`src/rtl/lambo_exec_unit_pkg.sv`:
```
// rtl/lambo_exec_unit_pkg.sv - shared opcodes, FSM states and compare-mode constants
package lambo_exec_unit_pkg;

    localparam logic [2:0] OPC_CMP    = 3'd0;
    localparam logic [2:0] OPC_BRANCH = 3'd1;
    localparam logic [2:0] OPC_LDR    = 3'd2;
    localparam logic [2:0] OPC_STR    = 3'd3;
    localparam logic [2:0] OPC_XOR    = 3'd4;
    localparam logic [2:0] OPC_ADD    = 3'd5;
    localparam logic [2:0] OPC_SUB    = 3'd6;
    localparam logic [2:0] OPC_LSHIFT = 3'd7;

    typedef enum logic [2:0] {
        OP_CMP    = OPC_CMP,
        OP_BRANCH = OPC_BRANCH,
        OP_LDR    = OPC_LDR,
        OP_STR    = OPC_STR,
        OP_XOR    = OPC_XOR,
        OP_ADD    = OPC_ADD,
        OP_SUB    = OPC_SUB,
        OP_LSHIFT = OPC_LSHIFT
    } op_mne;

    typedef enum logic [1:0] {
        IDLE  = 2'd0,
        SHIFT = 2'd1,
        DONE  = 2'd2
    } exec_state_t;

    localparam logic CMP_EQ = 1'b0;
    localparam logic CMP_LT = 1'b1;

endpackage

```
`src/rtl/lambo_exec_unit_if.sv`:
```
// rtl/lambo_exec_unit_if.sv - issue/result handshake bundle of the execution unit
interface lambo_exec_unit_if
    import lambo_exec_unit_pkg::*;
#(
    parameter int WIDTH = 8
);
    logic             in_valid;
    logic             in_ready;
    op_mne            op;
    logic [WIDTH-1:0] a;
    logic [WIDTH-1:0] b;
    logic             cmp_lt;
    logic             cmp_signed;
    logic             out_valid;
    logic             out_ready;
    logic [WIDTH-1:0] result;
    logic             carry;
    logic             br_taken;
    logic             cmp_flag;

    modport master (
        output in_valid, op, a, b, cmp_lt, cmp_signed, out_ready,
        input  in_ready, out_valid, result, carry, br_taken, cmp_flag
    );

    modport slave (
        input  in_valid, op, a, b, cmp_lt, cmp_signed, out_ready,
        output in_ready, out_valid, result, carry, br_taken, cmp_flag
    );
endinterface

```
`src/rtl/lambo_exec_unit_serial_shifter.sv`:
```
// rtl/lambo_exec_unit_serial_shifter.sv - one-bit-per-cycle left shifter with down-counter
module lambo_exec_unit_serial_shifter #(
    parameter int WIDTH = 8,
    parameter int SHW   = $clog2(WIDTH) + 1
) (
    input  logic             clk,
    input  logic             reset,
    input  logic             load_i,
    input  logic [WIDTH-1:0] value_i,
    input  logic [SHW-1:0]   count_i,
    output logic             busy_o,
    output logic             done_o,
    output logic [WIDTH-1:0] shifted_o
);
    logic [WIDTH-1:0] work_q;
    logic [SHW-1:0]   cnt_q;

    // shifted_o is the value after this cycle's shift, so done_o marks the final step
    assign shifted_o = {work_q[WIDTH-2:0], 1'b0};
    assign busy_o    = (cnt_q != '0);
    assign done_o    = (cnt_q == SHW'(1));

    // Working register and remaining-shift counter
    always_ff @(posedge clk) begin
        if (reset) begin
            work_q <= '0;
            cnt_q  <= '0;
        end else if (load_i) begin
            work_q <= value_i;
            cnt_q  <= count_i;
        end else if (busy_o) begin
            work_q <= shifted_o;
            cnt_q  <= cnt_q - SHW'(1);
        end
    end
endmodule

```
`src/rtl/lambo_exec_unit.sv`:
```
// rtl/lambo_exec_unit.sv - handshaked execution unit with compare flag, carry and serial shift
module lambo_exec_unit
    import lambo_exec_unit_pkg::*;
#(
    parameter int WIDTH = 8,
    parameter int SHW   = $clog2(WIDTH) + 1
) (
    input  logic               clk,
    input  logic               reset,
    lambo_exec_unit_if.slave   bus
);
    exec_state_t      state_q, state_d;
    logic [WIDTH-1:0] result_q, result_d;
    logic             carry_q, carry_d;
    logic             br_q, br_d;
    logic             flag_q, flag_d;

    logic             in_ready;
    logic             out_valid;
    logic             accept;
    logic [WIDTH:0]   sum;
    logic             lt;
    logic [SHW-1:0]   shamt;
    logic             shift_start;
    logic [WIDTH-1:0] alu_res;
    logic             alu_carry;
    logic             sh_busy;
    logic             sh_done;
    logic [WIDTH-1:0] sh_value;

    assign accept      = bus.in_valid & in_ready;
    assign sum         = {1'b0, bus.a} + {1'b0, bus.b};
    assign lt          = bus.cmp_signed ? ($signed(bus.a) < $signed(bus.b)) : (bus.a < bus.b);
    // Shift amounts of WIDTH or more all clear the operand, so saturate at WIDTH
    assign shamt       = (bus.b >= WIDTH'(WIDTH)) ? SHW'(WIDTH) : bus.b[SHW-1:0];
    assign shift_start = accept & (bus.op == OP_LSHIFT) & (shamt != '0);

    lambo_exec_unit_serial_shifter #(.WIDTH(WIDTH), .SHW(SHW)) u_shifter (
        .clk       (clk),
        .reset     (reset),
        .load_i    (shift_start),
        .value_i   (bus.a),
        .count_i   (shamt),
        .busy_o    (sh_busy),
        .done_o    (sh_done),
        .shifted_o (sh_value)
    );

    // State register
    always_ff @(posedge clk) begin
        if (reset) state_q <= IDLE;
        else       state_q <= state_d;
    end

    // Next-state logic
    always_comb begin
        state_d = state_q;
        case (state_q)
            IDLE:    if (accept) state_d = shift_start ? SHIFT : DONE;
            SHIFT:   if (sh_done || !sh_busy) state_d = DONE;
            DONE:    if (bus.out_ready) state_d = accept ? (shift_start ? SHIFT : DONE) : IDLE;
            default: state_d = IDLE;
        endcase
    end

    // Handshake outputs decoded from state
    always_comb begin
        in_ready  = (state_q == IDLE) | ((state_q == DONE) & bus.out_ready);
        out_valid = (state_q == DONE);
    end

    // Single-cycle op mux; LSHIFT passes a through for the zero-count case
    always_comb begin
        alu_res   = '0;
        alu_carry = 1'b0;
        case (bus.op)
            OP_XOR:         alu_res = bus.a ^ bus.b;
            OP_ADD:         {alu_carry, alu_res} = sum;
            OP_SUB: begin
                alu_res   = bus.a - bus.b;
                alu_carry = (bus.a < bus.b);
            end
            OP_LDR, OP_STR: alu_res = sum[WIDTH-1:0];
            OP_BRANCH:      alu_res = bus.b;
            OP_LSHIFT:      alu_res = bus.a;
            default:        alu_res = '0;
        endcase
    end

    // Next values of the result registers and the compare flag
    always_comb begin
        result_d = result_q;
        carry_d  = carry_q;
        br_d     = br_q;
        flag_d   = flag_q;
        if (accept) begin
            result_d = alu_res;
            carry_d  = alu_carry;
            br_d     = (bus.op == OP_BRANCH) & flag_q;
            if (bus.op == OP_CMP)
                flag_d = (bus.cmp_lt == CMP_LT) ? lt : (bus.a == bus.b);
        end else if ((state_q == SHIFT) && sh_done) begin
            result_d = sh_value;
        end
    end

    // Result, carry, branch outcome and flag registers
    always_ff @(posedge clk) begin
        if (reset) begin
            result_q <= '0;
            carry_q  <= 1'b0;
            br_q     <= 1'b0;
            flag_q   <= 1'b0;
        end else begin
            result_q <= result_d;
            carry_q  <= carry_d;
            br_q     <= br_d;
            flag_q   <= flag_d;
        end
    end

    assign bus.in_ready  = in_ready;
    assign bus.out_valid = out_valid;
    assign bus.result    = result_q;
    assign bus.carry     = carry_q;
    assign bus.br_taken  = br_q;
    assign bus.cmp_flag  = flag_q;
endmodule

```
`src/flat_wrapper.sv`:
```
// flat-port wrapper written by rule: the top's interface ports become plain ports
module lambo_exec_unit_flat import lambo_exec_unit_pkg::*;
#(
    parameter int WIDTH = 8,
    parameter int SHW   = $clog2(WIDTH) + 1
)
  (clk, reset, bus_in_valid, bus_op, bus_a, bus_b, bus_cmp_lt, bus_cmp_signed, bus_out_ready, bus_in_ready, bus_out_valid, bus_result, bus_carry, bus_br_taken, bus_cmp_flag);
  lambo_exec_unit_if #(.WIDTH(WIDTH)) bus_i ();
  input  logic clk;
  input  logic reset;
  input wire logic [$bits(bus_i.in_valid)-1:0] bus_in_valid;
  input wire logic [$bits(bus_i.op)-1:0] bus_op;
  input wire logic [$bits(bus_i.a)-1:0] bus_a;
  input wire logic [$bits(bus_i.b)-1:0] bus_b;
  input wire logic [$bits(bus_i.cmp_lt)-1:0] bus_cmp_lt;
  input wire logic [$bits(bus_i.cmp_signed)-1:0] bus_cmp_signed;
  input wire logic [$bits(bus_i.out_ready)-1:0] bus_out_ready;
  output wire logic [$bits(bus_i.in_ready)-1:0] bus_in_ready;
  output wire logic [$bits(bus_i.out_valid)-1:0] bus_out_valid;
  output wire logic [$bits(bus_i.result)-1:0] bus_result;
  output wire logic [$bits(bus_i.carry)-1:0] bus_carry;
  output wire logic [$bits(bus_i.br_taken)-1:0] bus_br_taken;
  output wire logic [$bits(bus_i.cmp_flag)-1:0] bus_cmp_flag;
  assign bus_i.in_valid = bus_in_valid;
  assign bus_i.op = bus_op;
  assign bus_i.a = bus_a;
  assign bus_i.b = bus_b;
  assign bus_i.cmp_lt = bus_cmp_lt;
  assign bus_i.cmp_signed = bus_cmp_signed;
  assign bus_i.out_ready = bus_out_ready;
  assign bus_in_ready = bus_i.in_ready;
  assign bus_out_valid = bus_i.out_valid;
  assign bus_result = bus_i.result;
  assign bus_carry = bus_i.carry;
  assign bus_br_taken = bus_i.br_taken;
  assign bus_cmp_flag = bus_i.cmp_flag;
  lambo_exec_unit #(.WIDTH(WIDTH), .SHW(SHW)) u_core (.clk(clk), .reset(reset), .bus(bus_i));
endmodule
```
`config.mk`:
```
export PLATFORM = sky130hd
export DESIGN_NAME = lambo_exec_unit_flat
export DESIGN_NICKNAME = d
export VERILOG_FILES = /design/src/rtl/lambo_exec_unit_pkg.sv /design/src/rtl/lambo_exec_unit_if.sv /design/src/rtl/lambo_exec_unit_serial_shifter.sv /design/src/rtl/lambo_exec_unit.sv /design/src/flat_wrapper.sv
export SDC_FILE = /design/constraint.sdc
export NUM_CORES = 1
export LEC_CHECK = 0
export BUFFER_PORTS_ARGS = -buffer_cell sky130_fd_sc_hd__buf_2
export CORE_MARGIN = 3
export CORE_UTILIZATION = 40
export CTS_BUF_LIST = sky130_fd_sc_hd__clkbuf_8 sky130_fd_sc_hd__clkbuf_16
export DETAILED_ROUTE_END_ITERATION = 8
export GPL_TIMING_DRIVEN = 0
export HOLD_SLACK_MARGIN = 0.1
export PLACE_DENSITY = 0.72
export SLEW_MARGIN = 20
export SYNTH_ARGS = -nofsm -noshare
export SYNTH_HDL_FRONTEND = slang
export SYNTH_HIERARCHICAL = 1
export SYNTH_SLANG_ARGS = --single-unit
```
`constraint.sdc`:
```
create_clock -name clk -period 5.1 [get_ports clk]
set_clock_uncertainty 0.05 [all_clocks]
set_input_delay 1.02 -clock clk [delete_from_list [all_inputs] [get_ports clk]]
set_output_delay 1.02 -clock clk [all_outputs]
set_load 0.02 [all_outputs]
```
== After elaboration in Yosys (flattened, before gate mapping) ==
Cells that the tools add are included.

* Word-level logic and storage cells: 63
* Bits in writable memories: 0
* Bits in latches: 0
* Input port bits: 25
* Memories: 0
* Flip-flop bits (word level): 24
* Memory bits (read-only): 0

* Reductions and logical operators: 12
* $lt $le $gt $ge: 3
* $add $sub $neg: 3
* Shift-type cells: 0
* Multiply operators: 0
* Eq/ne operators: 14
* Bitwise logic cells: 7
* Multiplexer cells: 17
* Div/mod/pow operators: 0

{| class="wikitable"
|+ Operators by type and width
! cell !! count
|-
| $pmux 8 s5 || 1
|-
| $lt 8x8->1 || 2
|-
| $mux 8 || 2
|-
| $mux 7 || 2
|-
| $eq 3x3->1 const B || 4
|-
| $mux 4 || 3
|-
| $mux 2 || 5
|-
| $add 8x8->9 || 1
|-
| $eq 8x8->1 || 1
|-
| $ge 8x4->1 const B || 1
|-
| $reduce_bool 4->1 || 2
|-
| $sub 8x8->8 || 1
|-
| $xor 8x8->8 || 1
|-
| $eq 3x2->1 const B || 2
|-
| $pmux 2 s3 || 1
|-
| $and 1x1->1 || 5
|-
| $eq 4x1->1 const B || 1
|-
| $ne 2x1->1 const B || 2
|-
| $reduce_bool 2->1 || 2
|-
| $sub 4x1->4 const B || 1
|-
| $eq 3x1->1 const B || 1
|-
| $logic_not 3->1 || 1
|-
| $reduce_and 3->1 || 1
|-
| $reduce_or 3->1 || 1
|-
| other kinds (11) || 12
|}

== Logic depth before layout (Yosys ltp) ==
* Depth after elaboration: 10
* Depth in mapped cells: 10
* Gate-level depth less buffers: 9

== By module ==
Netlist, hierarchy kept.

{| class="wikitable"
|+ Modules (own cells, without submodules)
! module !! cells an instance !! instances !! sequential area each (um2) !! area an instance (um2)
|-
| lambo_exec_unit || 245 || 1 || 260.2 || 1879.3
|-
| lambo_exec_unit_serial_shifter || 67 || 1 || 220.2 || 550.5
|}

== Worst setup path after synthesis ==
Ideal clock, no wire load.

* Path type: in2reg
* Start: in bus_a[0]
* End: reg u_core.carry_q, in the netlist u_core/bus.carry
* Setup slack: 2293 ps
* Stages: 9
* Arrival time: 2666 ps
* Cells stage by stage: ha_1 -> inv_1 -> fa_1 -> o21bai_4 -> a21oi_2 -> o31ai_4 -> a221oi_2 -> or3_1 -> a311oi_1

* Longest elaborated chain between the ends: 2

{| class="wikitable"
|+ RTL lines
! element !! line !! text
|-
| from (decl) || flat_wrapper.sv:13 || <nowiki>input wire logic [$bits(bus_i.a)-1:0] bus_a;</nowiki>
|-
| $add 8x8->9 or $lt 8x8->1 (tied branches) || lambo_exec_unit.sv:32, lambo_exec_unit.sv:81 ||
|-
| $pmux 1 s2 * || lambo_exec_unit.sv:76 || <nowiki>case (bus.op)</nowiki>
|-
| to (signal assigned) || lambo_exec_unit.sv:116 || <nowiki>carry_q <= carry_d;</nowiki>
|-
| to (decl) || lambo_exec_unit.sv:14 || <nowiki>logic carry_q, carry_d;</nowiki>
|}

Mark *: on every way between the ends. The rest lies on a longest branch, timed or not.
A chain may end at the register's enable or synchronous reset.

== Worst setup path in the final report ==
* Start: in bus_b[6]
* End: reg u_core.u_shifter.work_q[6]

* Longest elaborated chain between the ends: 5

{| class="wikitable"
|+ RTL lines
! element !! line !! text
|-
| from (decl) || flat_wrapper.sv:14 || <nowiki>input wire logic [$bits(bus_i.b)-1:0] bus_b;</nowiki>
|-
| $ge 8x4->1 * || lambo_exec_unit.sv:35 || <nowiki>assign shamt = (bus.b >= WIDTH'(WIDTH)) ? SHW'(WIDTH) : bus.b[SHW-1:0];</nowiki>
|-
| $mux 4 * || lambo_exec_unit.sv:35 ||
|-
| $reduce_bool 4->1 * || lambo_exec_unit.sv:36 || <nowiki>assign shift_start = accept & (bus.op == OP_LSHIFT) & (shamt != '0);</nowiki>
|-
| $and 1x1->1 * || lambo_exec_unit.sv:36 ||
|-
| via u_core.shift_start || lambo_exec_unit.sv:24 || <nowiki>logic shift_start;</nowiki>
|-
| $mux 7 or $reduce_bool 2->1 (tied branches) || n/a ||
|-
| to (signal assigned) || lambo_exec_unit_serial_shifter.sv:29 || <nowiki>work_q <= value_i;</nowiki>
|-
| to (signal assigned) || lambo_exec_unit_serial_shifter.sv:32 || <nowiki>work_q <= shifted_o;</nowiki>
|-
| to (decl) || lambo_exec_unit_serial_shifter.sv:15 || <nowiki>logic [WIDTH-1:0] work_q;</nowiki>
|}

Mark *: on every way through the listed nets, which the timed path passes. The rest lies on a longest branch.

==> out/qor.yml <==
pin_count: 38
via_per_inst: 6.00
netlist_instances: 312
first_pass_iters: 5
die_h_um: 83.9
area_growth_pct: 14.1
yosysSeqAreaShare_pct: 19.8
cts_max_path_buffers: 2
final_cell_area_mm2: 0.00277
crit_slowest_cell: "or4_1"
h-tree-depth: 1
cp.arrival_ns: 3.13
synth_xor_area_share_pct: 3.96
start_kind: "primary input"
port_buffers: 36
wl_per_cell_um: 16.9
fp.dieArea_mm2: 0.00705
coreArea_mm2: 0.00568
grt_pass1_vias: 2435
cp_data_required_time_ns: 5.24
slowest_delay_ns: 0.58
die_x_um: 83.9
tns_ns: 0
path_clk_slew_ns: 0.09
yosys.area_share.simple_pct: 24.6
vias: 2546
maxCapViolCount: 0
syn_area_per_cell_um2: 7.79
hold_viol_final: 0
hold_class: "reg2reg"
min_period_over_period_pct: 58.5
cts_sinks: 24
tightest_slew_ns: 0.516
synth_seq_cells: 24
synth-compound-area-share_pct: 29.3
ctsHoldBuffers: 0
outcome: "finished, final reports clean"
drtAntennaViolNets: 0
synth_edf_count: 0
synthMuxAreaShare_pct: 2.06
path_max_fanout: 10
synth_area_mm2: 0.00243
cp_common_cell: "inv_1"
detailed_place_hpwl_um: 5560
crit_family: "simple AND/OR/NAND/NOR gates"
grt_use_total_pct: 20.3
fillers: 583
slew_headroom_pct: 65.6
report.final.slew_viol_count: 0
synth_cell_type_count: 72
synth_top_family_by_area: "compound AO/OA/AOI/OAI gates"
crit_type: "in2reg"
clk_latency_ns: 0.27
cts_root_buf: "clkbuf_8"
ir_drop_mv: 0.151
cp_num_buf_inv: 4
num_antenna_cells: 0
initial_core_util_pct: 42.8
drive_above_1_share_pct: 21.9
async_flop_share_pct: 0
rsz0062_at_grt: "false"
worstPathCellList: "buf_2 > or4_1 > nor2_4 > a2111o_1 > inv_1 > inv_1 > clkbuf_1 > nor2_1 > a311oi_1"
endpoint_kind: "flop"
fin_crit_ns: 2.98
layout.nets: 399
ys.warnings.count: 6
cts_buffers: 3
routabilityCongestion: 0.907
fmax_mhz: 335
leakagePower_nw: 1.17
cts_setup_buffers: 0
powerDensity_mw_per_mm2: 279
synthAdderAreaFrac_pct: 11.4
grt_pass1_wl_um: 11800
drc: 0
routed_wl_um: 7150
final-setup-viol-count: 0
placed_cell_area_mm2: 0.00270
ys.flop_type: "dfxtp_1"
cts_resized: 0
syn_nets: 358
num_rows: 27
grt_max_degree: 15
first_iter_violations: 211
grt_remaining_overflow: 0
antenna_found_initial: 0
cts_tree: "built"
==> final timing paths <==
check                           depth (start not counted)  slack, ns                                      end                               from
worst max-delay path                                    9       2.12  u_core/u_shifter/work_q[6]$_SDFFE_PP0P_                           bus_b[6]
worst min-delay path                                    2       0.40        u_core/bus.result[2]$_SDFFE_PP0P_  u_core/bus.result[2]$_SDFFE_PP0P_
worst max register to register                          9       2.81  u_core/u_shifter/work_q[6]$_SDFFE_PP0P_     u_core/state_q[1]$_SDFFE_PP0P_
worst min register to register                          2       0.40        u_core/bus.result[2]$_SDFFE_PP0P_  u_core/bus.result[2]$_SDFFE_PP0P_
==> cell families (layout without fill, tap and decap cells) <==
kind of cell | count (synthesis) | after routing
xor gates and xnor gates | 11 | 11
buffers and inverters | 44 | 84
AOI/OAI and AO/OA | 93 | 93
other | 1 | 1
adders and majority gates | 21 | 21
and+or+nand+nor | 113 | 113
muxes | 5 | 5
DFF | 24 | 24
==> synth_stat cells (4+ instances only) <==
cell      instances  area [um^2]
buf_2             8         40.0
ha_1             19          238
a311oi_1          9         78.8
a21oi_1          20          100
o21ai_1           4         20.0
clkbuf_1          4         15.0
inv_1            22         82.6
nand2b_1          6         37.5
xnor2_1           9         78.8
a22oi_1           6         45.0
nand3_1          10         50.1
nor2_1           26         97.6
a211oi_1          4         30.0
nor2b_1           5         31.3
mux2i_1           5         50.1
dfxtp_1          24          480
o21ai_0           5         25.0
nand2_1          31          116
nor3_1            9         45.0
==> cell type report <==
cell class | instances | area (um^2) | share of cell area, %
Multi-Input combinational cell | 244 | 1740 | 62.7
Timing Repair Buffer | 36 | 180 | 6.50
Clock inverter | 1 | 30.0 | 1.08
Buffer | 18 | 113 | 4.06
Sequential cell | 24 | 480 | 17.3
Inverter | 26 | 100 | 3.61
Tap cell | 72 | 90.1 | 3.25
Clock buffer | 3 | 41.3 | 1.49
==> state kept, by name (all words and copies together), names as in the netlist <==
name / cells
u_core/state_q: 2
u_core/bus.cmp_flag: 1
u_core/bus.carry: 1
u_core/u_shifter/work_q: 7
u_core/u_shifter/cnt_q: 4
u_core/bus.result: 8
u_core/bus.br_taken: 1
==> per-layer routing <==
metal / vias up / GRT usage [%] / wire (um)
met5: - / 0 / 0
met2: 129 / 33.3 / 3270
met3: 12 / 4.34 / 539
met4: 0 / 5.41 / 117
li1: 1204 / - / -
met1: 1201 / 26.7 / 3220
==> tightest hold or removal path, delay by kind of cell, from the launching register on <==
family           cells  cell delay (ns)
AND/OR/NAND/NOR      1             0.05
AO/OA/AOI/OAI        1             0.05
flip-flops           1             0.32
==> report_power, final <==
part / switching [mW] / internal, mW / total (mW) / leakage, nW
registers: 0.0239 / 0.214 / 0.238 / 0.196
logic: 0.216 / 0.151 / 0.367 / 0.933
clock network: 0.0640 / 0.105 / 0.169 / 0.0357
==> stage by stage <==
| step | setup WS (ns) | instances | util [%] | total power, mW | hold slack, ns |
|---|---|---|---|---|---|
| 5_1_grt | 2.01 | 424 | 48.8 | 0.821 | 0.426 |
| 3_3_place_gp | 1.90 | 420 | 47.6 | 0.597 | 0.388 |
| 3_5_place_dp | 1.88 | 420 | 47.6 | 0.602 | 0.397 |
| 6_report | 2.12 | 424 | 48.8 | 0.774 | 0.404 |
| 2_1_floorplan | 2.29 | 312 | - | 0.510 | 0.412 |
| 4_1_cts | 2.15 | 424 | 48.8 | 0.770 | 0.410 |
==> cell usage in the layout, fill, tap and decap left out, types with 3 or more instances in the layout <==
cell	instances
nor2_1	26
nand2b_1	6
nand4_1	3
a22o_1	3
nand2_1	31
a21oi_1	20
nand3_1	10
o21ai_1	4
ha_1	19
o31ai_1	3
clkbuf_1	4
xnor2_1	9
a22oi_1	6
o211ai_1	3
o22ai_1	3
nor3_1	9
a21o_1	3
inv_1	22
clkbuf_8	3
inv_2	3
a2bb2oi_1	3
nor2b_1	5
a311oi_1	9
dfxtp_1	24
a211oi_1	4
mux2i_1	5
o21ai_0	5
buf_6	3
buf_2	44
No activity file was read; power rests on OpenSTA's default activity.
